### config.mk
export PLATFORM = sky130hd
export DESIGN_NAME = collision_frame_scheduler
export DESIGN_NICKNAME = d
export VERILOG_FILES = /design/src/rtl/collision_frame_scheduler.sv
export SDC_FILE = /design/constraint.sdc
export NUM_CORES = 1
export LEC_CHECK = 0
export ABC_CLOCK_PERIOD_IN_PS = 3300
export CORE_AREA = 2 2 97 99
export CTS_CLUSTER_DIAMETER = 120
export DETAILED_ROUTE_END_ITERATION = 7
export DIE_AREA = 0 0 99 101
export PLACE_DENSITY = 0.9
export SYNTH_ARGS = -nofsm -noshare
export SYNTH_HDL_FRONTEND = slang
export SYNTH_SLANG_ARGS = --single-unit
### constraint.sdc
create_clock -name clk -period 3.3 [get_ports clk]
set_input_delay 0.825 -clock clk [delete_from_list [all_inputs] [get_ports clk]]
set_output_delay 0.825 -clock clk [all_outputs]
set_load 0.03 [all_outputs]
### src/rtl/collision_frame_scheduler.sv
`default_nettype none
// ============================================================================
// Module      : collision_frame_scheduler
// Description : Latches per-ball collision/hole events during a frame and
//               commits one velocity load / sink event per ball at the next
//               startOfFrame, with a per-ball post-collision cooldown.
// Revision    : 1.0 - initial release
// ============================================================================
module collision_frame_scheduler #(
  parameter int COOLDOWN_FRAMES = 4,
  parameter int CNT_W           = 3
) (
  input  logic               clk,
  input  logic               resetN,
  input  logic               startOfFrame,
  input  logic               newRack,
  input  logic               whiteCol,
  input  logic signed [10:0] whiteVelXIn,
  input  logic signed [10:0] whiteVelYIn,
  input  logic               whiteHoleHit,
  input  logic        [2:0]  whiteHoleNum,
  input  logic               redCol,
  input  logic signed [10:0] redVelXIn,
  input  logic signed [10:0] redVelYIn,
  input  logic               redHoleHit,
  input  logic        [2:0]  redHoleNum,
  output logic               whiteVelLoad,
  output logic signed [10:0] whiteVelXOut,
  output logic signed [10:0] whiteVelYOut,
  output logic               redVelLoad,
  output logic signed [10:0] redVelXOut,
  output logic signed [10:0] redVelYOut,
  output logic               whiteSunk,
  output logic               redSunk,
  output logic               sinkEvent,
  output logic        [2:0]  sinkHoleNum,
  output logic               sinkIsWhite
);

  localparam logic [CNT_W-1:0] c_cd_load = CNT_W'(COOLDOWN_FRAMES);

  // Index 0 = white ball, index 1 = red ball
  logic               w_col      [2];
  logic signed [10:0] w_vx_in    [2];
  logic signed [10:0] w_vy_in    [2];
  logic               w_hole_hit [2];
  logic        [2:0]  w_hole_in  [2];
  logic               w_load     [2];
  logic signed [10:0] w_vx_out   [2];
  logic signed [10:0] w_vy_out   [2];
  logic               w_sunk     [2];
  logic               w_sink     [2];
  logic        [2:0]  w_hole_num [2];

  assign w_col[0]      = whiteCol;
  assign w_col[1]      = redCol;
  assign w_vx_in[0]    = whiteVelXIn;
  assign w_vx_in[1]    = redVelXIn;
  assign w_vy_in[0]    = whiteVelYIn;
  assign w_vy_in[1]    = redVelYIn;
  assign w_hole_hit[0] = whiteHoleHit;
  assign w_hole_hit[1] = redHoleHit;
  assign w_hole_in[0]  = whiteHoleNum;
  assign w_hole_in[1]  = redHoleNum;

  for (genvar b = 0; b < 2; b++) begin : g_ball
    logic               r_col_pend;
    logic               r_hole_pend;
    logic               r_sunk;
    logic               r_load;
    logic signed [10:0] r_vx;
    logic signed [10:0] r_vy;
    logic signed [10:0] r_vx_out;
    logic signed [10:0] r_vy_out;
    logic        [2:0]  r_hole;
    logic [CNT_W-1:0]   r_cd;
    logic               w_sink_now;
    logic               w_post_sunk;
    logic [CNT_W-1:0]   w_post_cd;
    logic               w_col_ok;
    logic               w_hole_ok;

    // Events coincident with a commit are judged against post-commit state
    always_comb begin
      w_sink_now  = startOfFrame & r_hole_pend;
      w_post_sunk = r_sunk | w_sink_now;
      w_post_cd   = r_cd;
      if (startOfFrame && !w_sink_now) begin
        if (r_col_pend)
          w_post_cd = c_cd_load;
        else if (r_cd != '0)
          w_post_cd = r_cd - CNT_W'(1);
      end
      w_col_ok  = w_col[b] & ~w_post_sunk & (w_post_cd == '0) & (startOfFrame | ~r_col_pend);
      w_hole_ok = w_hole_hit[b] & ~w_post_sunk & (startOfFrame | ~r_hole_pend);
    end

    always_ff @(posedge clk or negedge resetN) begin
      if (!resetN) begin
        r_col_pend  <= 1'b0;
        r_hole_pend <= 1'b0;
        r_sunk      <= 1'b0;
        r_load      <= 1'b0;
        r_vx        <= '0;
        r_vy        <= '0;
        r_vx_out    <= '0;
        r_vy_out    <= '0;
        r_hole      <= '0;
        r_cd        <= '0;
      end else if (newRack) begin
        r_col_pend  <= 1'b0;
        r_hole_pend <= 1'b0;
        r_sunk      <= 1'b0;
        r_load      <= 1'b0;
        r_cd        <= '0;
      end else begin
        r_load <= 1'b0;
        if (startOfFrame) begin
          r_col_pend  <= 1'b0;
          r_hole_pend <= 1'b0;
          r_cd        <= w_post_cd;
          r_sunk      <= w_post_sunk;
          if (w_sink_now) begin
            r_load   <= 1'b1;
            r_vx_out <= '0;
            r_vy_out <= '0;
          end else if (r_col_pend) begin
            r_load   <= 1'b1;
            r_vx_out <= r_vx;
            r_vy_out <= r_vy;
          end
        end
        if (w_col_ok) begin
          r_col_pend <= 1'b1;
          r_vx       <= w_vx_in[b];
          r_vy       <= w_vy_in[b];
        end
        if (w_hole_ok) begin
          r_hole_pend <= 1'b1;
          r_hole      <= w_hole_in[b];
        end
      end
    end

    assign w_load[b]     = r_load;
    assign w_vx_out[b]   = r_vx_out;
    assign w_vy_out[b]   = r_vy_out;
    assign w_sunk[b]     = r_sunk;
    assign w_sink[b]     = w_sink_now;
    assign w_hole_num[b] = r_hole;
  end

  logic       r_sink_ev;
  logic [2:0] r_sink_hole;
  logic       r_sink_white;

  // White takes the reported hole when both balls sink at the same commit
  always_ff @(posedge clk or negedge resetN) begin
    if (!resetN) begin
      r_sink_ev    <= 1'b0;
      r_sink_hole  <= '0;
      r_sink_white <= 1'b0;
    end else if (newRack) begin
      r_sink_ev <= 1'b0;
    end else begin
      r_sink_ev <= w_sink[0] | w_sink[1];
      if (w_sink[0]) begin
        r_sink_hole  <= w_hole_num[0];
        r_sink_white <= 1'b1;
      end else if (w_sink[1]) begin
        r_sink_hole  <= w_hole_num[1];
        r_sink_white <= 1'b0;
      end
    end
  end

  assign whiteVelLoad = w_load[0];
  assign whiteVelXOut = w_vx_out[0];
  assign whiteVelYOut = w_vy_out[0];
  assign redVelLoad   = w_load[1];
  assign redVelXOut   = w_vx_out[1];
  assign redVelYOut   = w_vy_out[1];
  assign whiteSunk    = w_sunk[0];
  assign redSunk      = w_sunk[1];
  assign sinkEvent    = r_sink_ev;
  assign sinkHoleNum  = r_sink_hole;
  assign sinkIsWhite  = r_sink_white;

endmodule
`default_nettype wire

---- Yosys cells after proc, flatten, opt, wreduce, memory -nomap -nowiden ----
Cells that the tools add are included.
word-level totals
  word-level logic and storage cells ...... 118
  bits in registers ....................... 113
cells by class
  mux-type cells .......................... 44
  reduce and logical (&&, ||, !) cells .... 23
  bitwise logic cells ..................... 26
  add/subtract/negate cells ............... 2
operators by type and width
  kind                                               number
  two-way mux 11 bit                                 8
  two-way mux 3 bit                                  12
  two-way mux 1 bit                                  24
  nonzero test 3 bit                                 6
  bitwise AND 1 bit                                  12
  AND reduction 2 bit                                5
  nonzero test 2 bit                                 4
  NOT 1 bit                                          7
  bitwise OR 1 bit                                   7
  logical NOT 3 bit                                  2
  AND reduction 3 bit                                2
  subtractor 3 x 1 -> 3 bit (second input constant)  2
  logical AND 1 bit                                  2
  logical NOT 1 bit                                  2

---- Longest topological paths before layout ----
  depth after elaboration ................. 9
  gate-level depth with buffers ........... 9
  mapped depth without buffers ............ 7

---- Worst setup path after synthesis ----
No wires, ideal clock.
  kind .................................... input to register
  start ................................... input port startOfFrame
  end ..................................... register g_ball[1].r_vx[0]
  library setup time ...................... 125 ps
  data required time ...................... 3175 ps
  path slack .............................. 898 ps
  arrival time ............................ 2277 ps
  buffers on the path ..................... 2
  cell stages on the path ................. 7
  cells stage by stage .................... buf_6 nor2b_4 o21ai_2 a32o_2 nor4b_4 buf_6 mux2_4
on the way
  longest elaborated chain between the ends .. 8
  elaborated cells on any way between the ends .. 12
ends and longest elaborated chain
  what                               RTL line  source
  from (decl)                        15        input logic startOfFrame,
  bitwise AND 1 bit                  85        w_sink_now = startOfFrame & r_hole_pend;
  logical NOT 1 bit                  88        if (startOfFrame && !w_sink_now) begin
  logical AND 1 bit                  88
  two-way mux 3 bit                  88
  logical NOT 3 bit                  94        w_col_ok = w_col[b] & ~w_post_sunk & (w_post_cd == '0) & (startOfFrame | ~r_col_pend);
  bitwise AND 1 bit                  94
  bitwise AND 1 bit (*)              94
  AND reduction 2 bit (no line) (*)  -
  to (signal assigned)               135       r_vx <= w_vx_in[b];
  to (decl)                          71        logic signed [10:0] r_vx;
Mark *: on every way between the ends. The rest lies on a longest branch, timed or not.
A chain may end at the register's enable or synchronous reset.

---- Final worst setup path ----
  start ................................... input port startOfFrame
  end ..................................... register g_ball[0].r_vx[5]
on the way
  longest elaborated chain between the ends .. 8
  elaborated cells on any way between the ends .. 12
ends and longest elaborated chain
  what                               RTL line
  bitwise AND 1 bit                  85
  logical NOT 1 bit                  88
  logical AND 1 bit                  88
  two-way mux 3 bit                  88
  logical NOT 3 bit                  94
  bitwise AND 1 bit                  94
  bitwise AND 1 bit (*)              94
  AND reduction 2 bit (no line) (*)  -
  to (signal assigned)               135
  to (decl)                          71
Marks and branches as above.

==> results.json <==
{
  "die_h_um": 101,
  "powerDensity_nw_per_um2": 963,
  "firstDrtPassIters": 4,
  "num_rows": 35,
  "grt_overflow": 0,
  "nets": 578,
  "crit_path_end_kind": "flop",
  "synth_fp_nets": 460,
  "worst_pin_slew_ns": 0.767,
  "fmax_ghz": 0.381,
  "ys_types": 36,
  "ioPinCount": 111,
  "cts_buffer_depth": 2,
  "avgSynthCellArea_um2": 11.7,
  "cp-start-kind": "input pin",
  "root_buffer": "clkbuf_8",
  "grt_max_degree": 59,
  "ys_seq_area_share_pct": 60.8,
  "synth_seq_cells": 113,
  "rsz0062_at_grt": "no",
  "vdd_ir_drop_max_uv": 425,
  "cts_num_sinks": 113,
  "cts_made_buffers": 17,
  "grtUsageTotal_pct": 21.3,
  "synth_edf_count": 0,
  "die-area_um2": 10000,
  "cts_tree": "done",
  "syn_area_um2": 4650,
  "tns_ns": 0,
  "drv_cap": 0,
  "utilization_pct": 71.9,
  "syn2layout_area_growth_pct": 38.7,
  "setup_ws_ns": 0.675,
  "cts_max_level": 4,
  "arrival_ns": 3.00,
  "wl_met1_um": 4270,
  "initial_core_util_pct": 51.8,
  "async_flop_share_pct": 100,
  "critPathLaunch": "startOfFrame",
  "synthCells": 398,
  "finalPower_w": 0.00622,
  "drt-total-wl_um": 10100,
  "dpl_worst_slack_ns": 0.211,
  "vias_per_cell": 5.29,
  "clk_pin_slew_ns": 0.05,
  "top_layer": "met4",
  "grt_pass1_vias": 3379,
  "hold_class": "input pin to async pin",
  "drc": 0,
  "slew_violations": 0,
  "final_layout_size_suffix_gt1_share_pct": 18.0,
  "place.gp.congestion": 0.823,
  "holdBufCountCts": 0,
  "wl_met2_um": 5320,
  "cp_max_fo": 22,
  "antenna_found_initial": 0,
  "post_drt_wl_per_cell_um": 15.9,
  "synth_warnings": 0,
  "crit_type": "input pin to flop",
  "reg2reg_from": "g_ball[1].r_cd[0]",
  "ctsResizeCount": 0,
  "setup_violations": 0,
  "wl_met3_um": 401,
  "relSlewSlack_pct": 48.8,
  "ant_nets": 0,
  "r2r_slack_ns": 1.09,
  "grt_pass1_wl_um": 16500,
  "hold_violations": 0,
  "clock_latency_ns": 0.49,
  "finalCritPeriodShare_pct": 79.5,
  "cts_setup_buffers": 0,
  "critPathRequiredTime_ns": 3.67,
  "yosys_most_used_dff": "dfrtp_1",
  "post-dp-hpwl_um": 6810,
  "die_w_um": 99,
  "diodes": 0,
  "vias": 3382,
  "outcome": "completed",
  "core_um2": 8980,
  "io_buffers": 110,
  "p_leak_nw": 3.01,
  "period_minus_slack_ns": 2.62,
  "fin_skew_ns": 0.00884,
  "drtIter0Drc": 133
}
==> cells in the mapped netlist, drive strengths merged (3+ instances only) <==
cell type | number | area share [%]
dfrtp | 113 | 61
nand2 | 93 | 7.5
mux2 | 50 | 14
nand3 | 44 | 4.7
nor2 | 17 | 1.4
clkbuf | 14 | 1.2
a21oi | 10 | 1.1
buf | 8 | 1.5
inv | 7 | 0.57
o21ai | 7 | 0.83
ha | 4 | 1.1
nor2b | 4 | 0.70
mux2i | 3 | 0.65
nand2b | 3 | 0.40
nand4 | 3 | 0.40
nor4b | 3 | 0.89
==> sequential cells by signal, summed over array words and instances, names as in the netlist <==
| register | flops |
|---|---|
| redVelXOut | 11 |
| g_ball.r_col_pend | 2 |
| sinkEvent | 1 |
| redSunk | 1 |
| sinkHoleNum | 3 |
| g_ball.r_vy | 22 |
| g_ball.r_cd | 6 |
| whiteVelLoad | 1 |
| sinkIsWhite | 1 |
| redVelYOut | 11 |
| redVelLoad | 1 |
| whiteVelYOut | 11 |
| g_ball.r_hole_pend | 2 |
| g_ball.r_hole | 6 |
| whiteSunk | 1 |
| whiteVelXOut | 11 |
| g_ball.r_vx | 22 |
==> metal layers <==
metal	GRT usage, %	vias to the layer above
li1	-	1577
met1	26.2	1694
met2	36.9	100
met3	4.72	11
met4	7.90	0
met5	0	-
==> worst max-delay path: stages <==
cell and delay (ns):
clkdlybuf4s50_1 0.63, nor2b_1 0.28, o21ai_1 0.13, a22oi_1 0.29, and4_1 0.28, buf_12 0.18
mux2_2 0.35
==> layout make-up <==
class / count / area, um2
clock buffer: 21 / 449
tap: 111 / 139
multi-input combinational: 256 / 1680
inverter: 7 / 26.3
clock inverter: 10 / 111
fill: 604 / 2520
timing repair buffer: 121 / 1220
sequential: 113 / 2830
==> layout by cell type (no fill, tap or decap), types with 2 or more instances in the layout <==
cell	instances
clkinv_2	4
nor2b_1	3
mux2_4	20
nand2_1	93
nor3b_1	2
nor4b_1	2
buf_12	3
and2_1	2
clkinvlp_4	3
mux2i_1	3
clkbuf_8	3
ha_1	4
dfrtp_1	113
mux2_1	3
nand2b_1	3
nand4_1	3
clkbuf_1	2
o21ai_2	3
buf_4	9
a21o_1	2
a22oi_1	2
nor2_1	17
mux2_2	27
nand3_1	44
clkbuf_16	16
o21ai_0	3
clkdlybuf4s50_1	109
a21oi_1	10
inv_1	7
bufinv_16	2
==> power by group <==
| part | internal, W | switching (W) |
|---|---|---|
| Combinational | 0.00103 | 0.00114 |
| Sequential | 0.00199 | 0.000355 |
| Clock | 0.00110 | 0.000602 |
| Total | 0.00412 | 0.00209 |
==> kinds of logic (layout without fill, tap and decap cells) <==
| group | after synthesis | in the layout | synth area share [%] |
|---|---|---|---|
| compound gates | 25 | 25 | 3.39 |
| fa+ha+maj | 4 | 4 | 1.08 |
| buf+inv | 29 | 159 | 3.23 |
| flops | 113 | 113 | 60.8 |
| mux | 53 | 53 | 14.4 |
| simple gates | 174 | 174 | 17.1 |
==> final timing paths <==
path                                           to  cells after the start
worst min register to register    whiteVelXOut[8]                      2
worst max register to register  g_ball[1].r_vy[1]                      8
min in group clk                  whiteVelXOut[8]                      2
worst min-delay path                    sinkEvent                      1
max in group asynchronous           redVelYOut[2]                      2
worst max-delay path            g_ball[0].r_vx[5]                      7
==> through the flow <==
| step | hold slack (ns) | instance area, um2 | instances |
|---|---|---|---|
| after floorplan | 0.458 | 4650 | 398 |
| after global placement | 0.448 | 5890 | 608 |
| after detailed placement | 0.455 | 5890 | 608 |
| after CTS | 0.384 | 6450 | 639 |
| after global routing | 0.419 | 6450 | 639 |
| final | 0.379 | 6450 | 639 |
(Power assumes the default switching activity.)
==> variant, RTL diff (same flow settings) <==
Change the parameter `CNT_W` from 3 to 6.
--- a/src/rtl/collision_frame_scheduler.sv
+++ b/src/rtl/collision_frame_scheduler.sv
@@ -10,3 +10,3 @@
   parameter int COOLDOWN_FRAMES = 4,
-  parameter int CNT_W           = 3
+  parameter int CNT_W           = 6
 ) (
Check against the original RTL: same outputs for any inputs over 4 cycles, from zero or initial values and one cycle with resetN low; that may be too few to reach the edited logic, so the function may still have changed.
==> variant against the unedited design <==
  * Non-clock buffer count rose by 4
  * Sequential power rose by 6%
  * Final area rose by 8.9%
  * Wire length rose by 32%
  * Total power rose by 16%
  * Critical endpoint is now g_ball[0].r_vy[10]
  * Worst setup slack got worse by 0.39 ns
  * Critical path type is now reg -> reg
  * Sequential cell count rose by 6
  * Area after synthesis rose by 11%
==> variant: results (changes against the unedited design) <==
metric,value,unit,change
dp_cells,680,,+12%
synth-compound-area-share,0.0609,,+0.0270
ctsResizeCount,0,,unchanged
netlist_top_cells_count,"119 x dfrtp_1, 105 x nand2_1, 48 x nand3_1",,
synthAdderAreaFrac,0.00971,,-0.00105
grt_usage,0.282,,+0.0699
fin_cells,712,,+11%
yosysSeqAreaShare,0.578,,-0.0305
clk-insertion-delay-late,0.52,ns,+0.03 ns
pre_cts_ws,0.0186,ns,-0.192 ns
numPortBuffers,110,,unchanged
synth_fp_nets,530,,+15%
ir_worst_vdd,624,uV,+47%
synth_cell_types,48,,+33%
post_cts_buffers,0,,unchanged
r2r-end,g_ball[0].r_vy[10],,
drive_gt1_frac,0.178,,-0.00189
fin_nets,650,,+12%
crit_family,simple AND/OR/NAND/NOR gates,,
r2r_start,g_ball[0].r_cd[0],,
slew_headroom,0.465,,-0.0226
worstHoldPathType,in -> async,,
diodes,0,,unchanged
cpPeakStageDelay,0.45,ns,-0.18 ns
place_area,6400,um2,+8.6%
p_leak,3.33,nW,+10%
cpMaxStageDelayCell,dfrtp_1,,
reg2reg_slack,0.28,ns,-0.81 ns
synth-async-reset-ratio,1.00,,unchanged
vias,4095,,+21%
synth-xor-area-share,0.00170,,+0.00170
dp_hpwl,8570,um,+26%
synth_top_flop_cell,dfrtp_1,,
routed_wl,13400,um,+32%
synthMuxAreaShare,0.134,,-0.00996
skew,0.00814,ns,-0.000696 ns
numCtsBuffers,17,,unchanged
yosys_warnings,0,,unchanged
antenna_found_initial,0,,unchanged
netlist_instances,468,,+18%
path_clk_slew,0.06,ns,
grt_pass1_vias,4332,,+28%
rr_worst_depth,9,,+1
drt_pass1_iterations,5,,+1
htree_levels,4,,unchanged
n_fill_cell,530,,-12%
worstPathMaxFanout,22,,unchanged
cp.arrival,3.41,ns,+0.41 ns
cts_max_path_buffers,2,,unchanged
holdWs,0.354,ns,-0.0253 ns
synth.area.top_cells,"dfrtp_1 58%, nand2_1 7.6%, mux2_2 6.8%",,
status,completed,,
cts-root-buf,clkbuf_8,,
largest_registers,"g_ball.r_vx (22), g_ball.r_vy (22), g_ball.r_cd (12)",,
place.gp.congestion,1.03,,+26%
grt_max_degree,66,,+12%
drt-initial-drc-count,226,,+70%
grt_pass1_wl,21700,um,+32%
[variant: final cells by class]
type                            count  area [um2]  share of cell area
Timing Repair Buffer              125        1240               0.176
Clock buffer                       17         414              0.0589
Sequential cell                   119        2980               0.424
Multi-Input combinational cell    314        2000               0.285
Inverter                           11        41.3             0.00587
Tap cell                          111         139              0.0198
Clock inverter                     15         216              0.0308
[variant: power by group]
part,leakage [nW],internal (mW),switching [mW]
logic,1.54,1.27,1.45
registers,1.49,2.08,0.414
clock network,0.302,1.25,0.724
total,3.33,4.60,2.59
[variant: worst max-delay path by stage]
| stage | depth (start not counted) | endpoint | slack (ns) | from |
|---|---|---|---|---|
| finish | 9 | g_ball[0].r_vy[10] | 0.28 | g_ball[0].r_cd[0] |
| global route | 9 | g_ball[0].r_vy[10] | 0.15 | g_ball[0].r_cd[0] |
| CTS | 9 | g_ball[0].r_vy[10] | 0.29 | g_ball[0].r_cd[0] |
| detailed placement | 6 | g_ball[1].r_vy[0] | 0.02 | startOfFrame |
| global placement | 6 | g_ball[1].r_vx[10] | 0.10 | startOfFrame |
| floorplan | 8 | g_ball[1].r_vx[0] | 0.66 | startOfFrame |
[variant: worst reg2reg max path: cells and delay by family, from the launching register on]
| family | cells | cell delay, ns |
|---|---|---|
| muxes | 2 | 0.68 |
| and+or+nand+nor | 3 | 0.86 |
| buffers and inverters | 2 | 0.36 |
| adders and majority gates | 1 | 0.17 |
| DFF | 1 | 0.45 |
| AOI/OAI and AO/OA | 1 | 0.36 |
[variant: per-layer routing]
metal | up-vias | GRT usage | routed length (um)
li1 | 1844 | - | -
met1 | 2026 | 0.336 | 5200
met2 | 198 | 0.490 | 7090
met3 | 27 | 0.0666 | 766
met4 | 0 | 0.129 | 346
met5 | - | 0 | 0
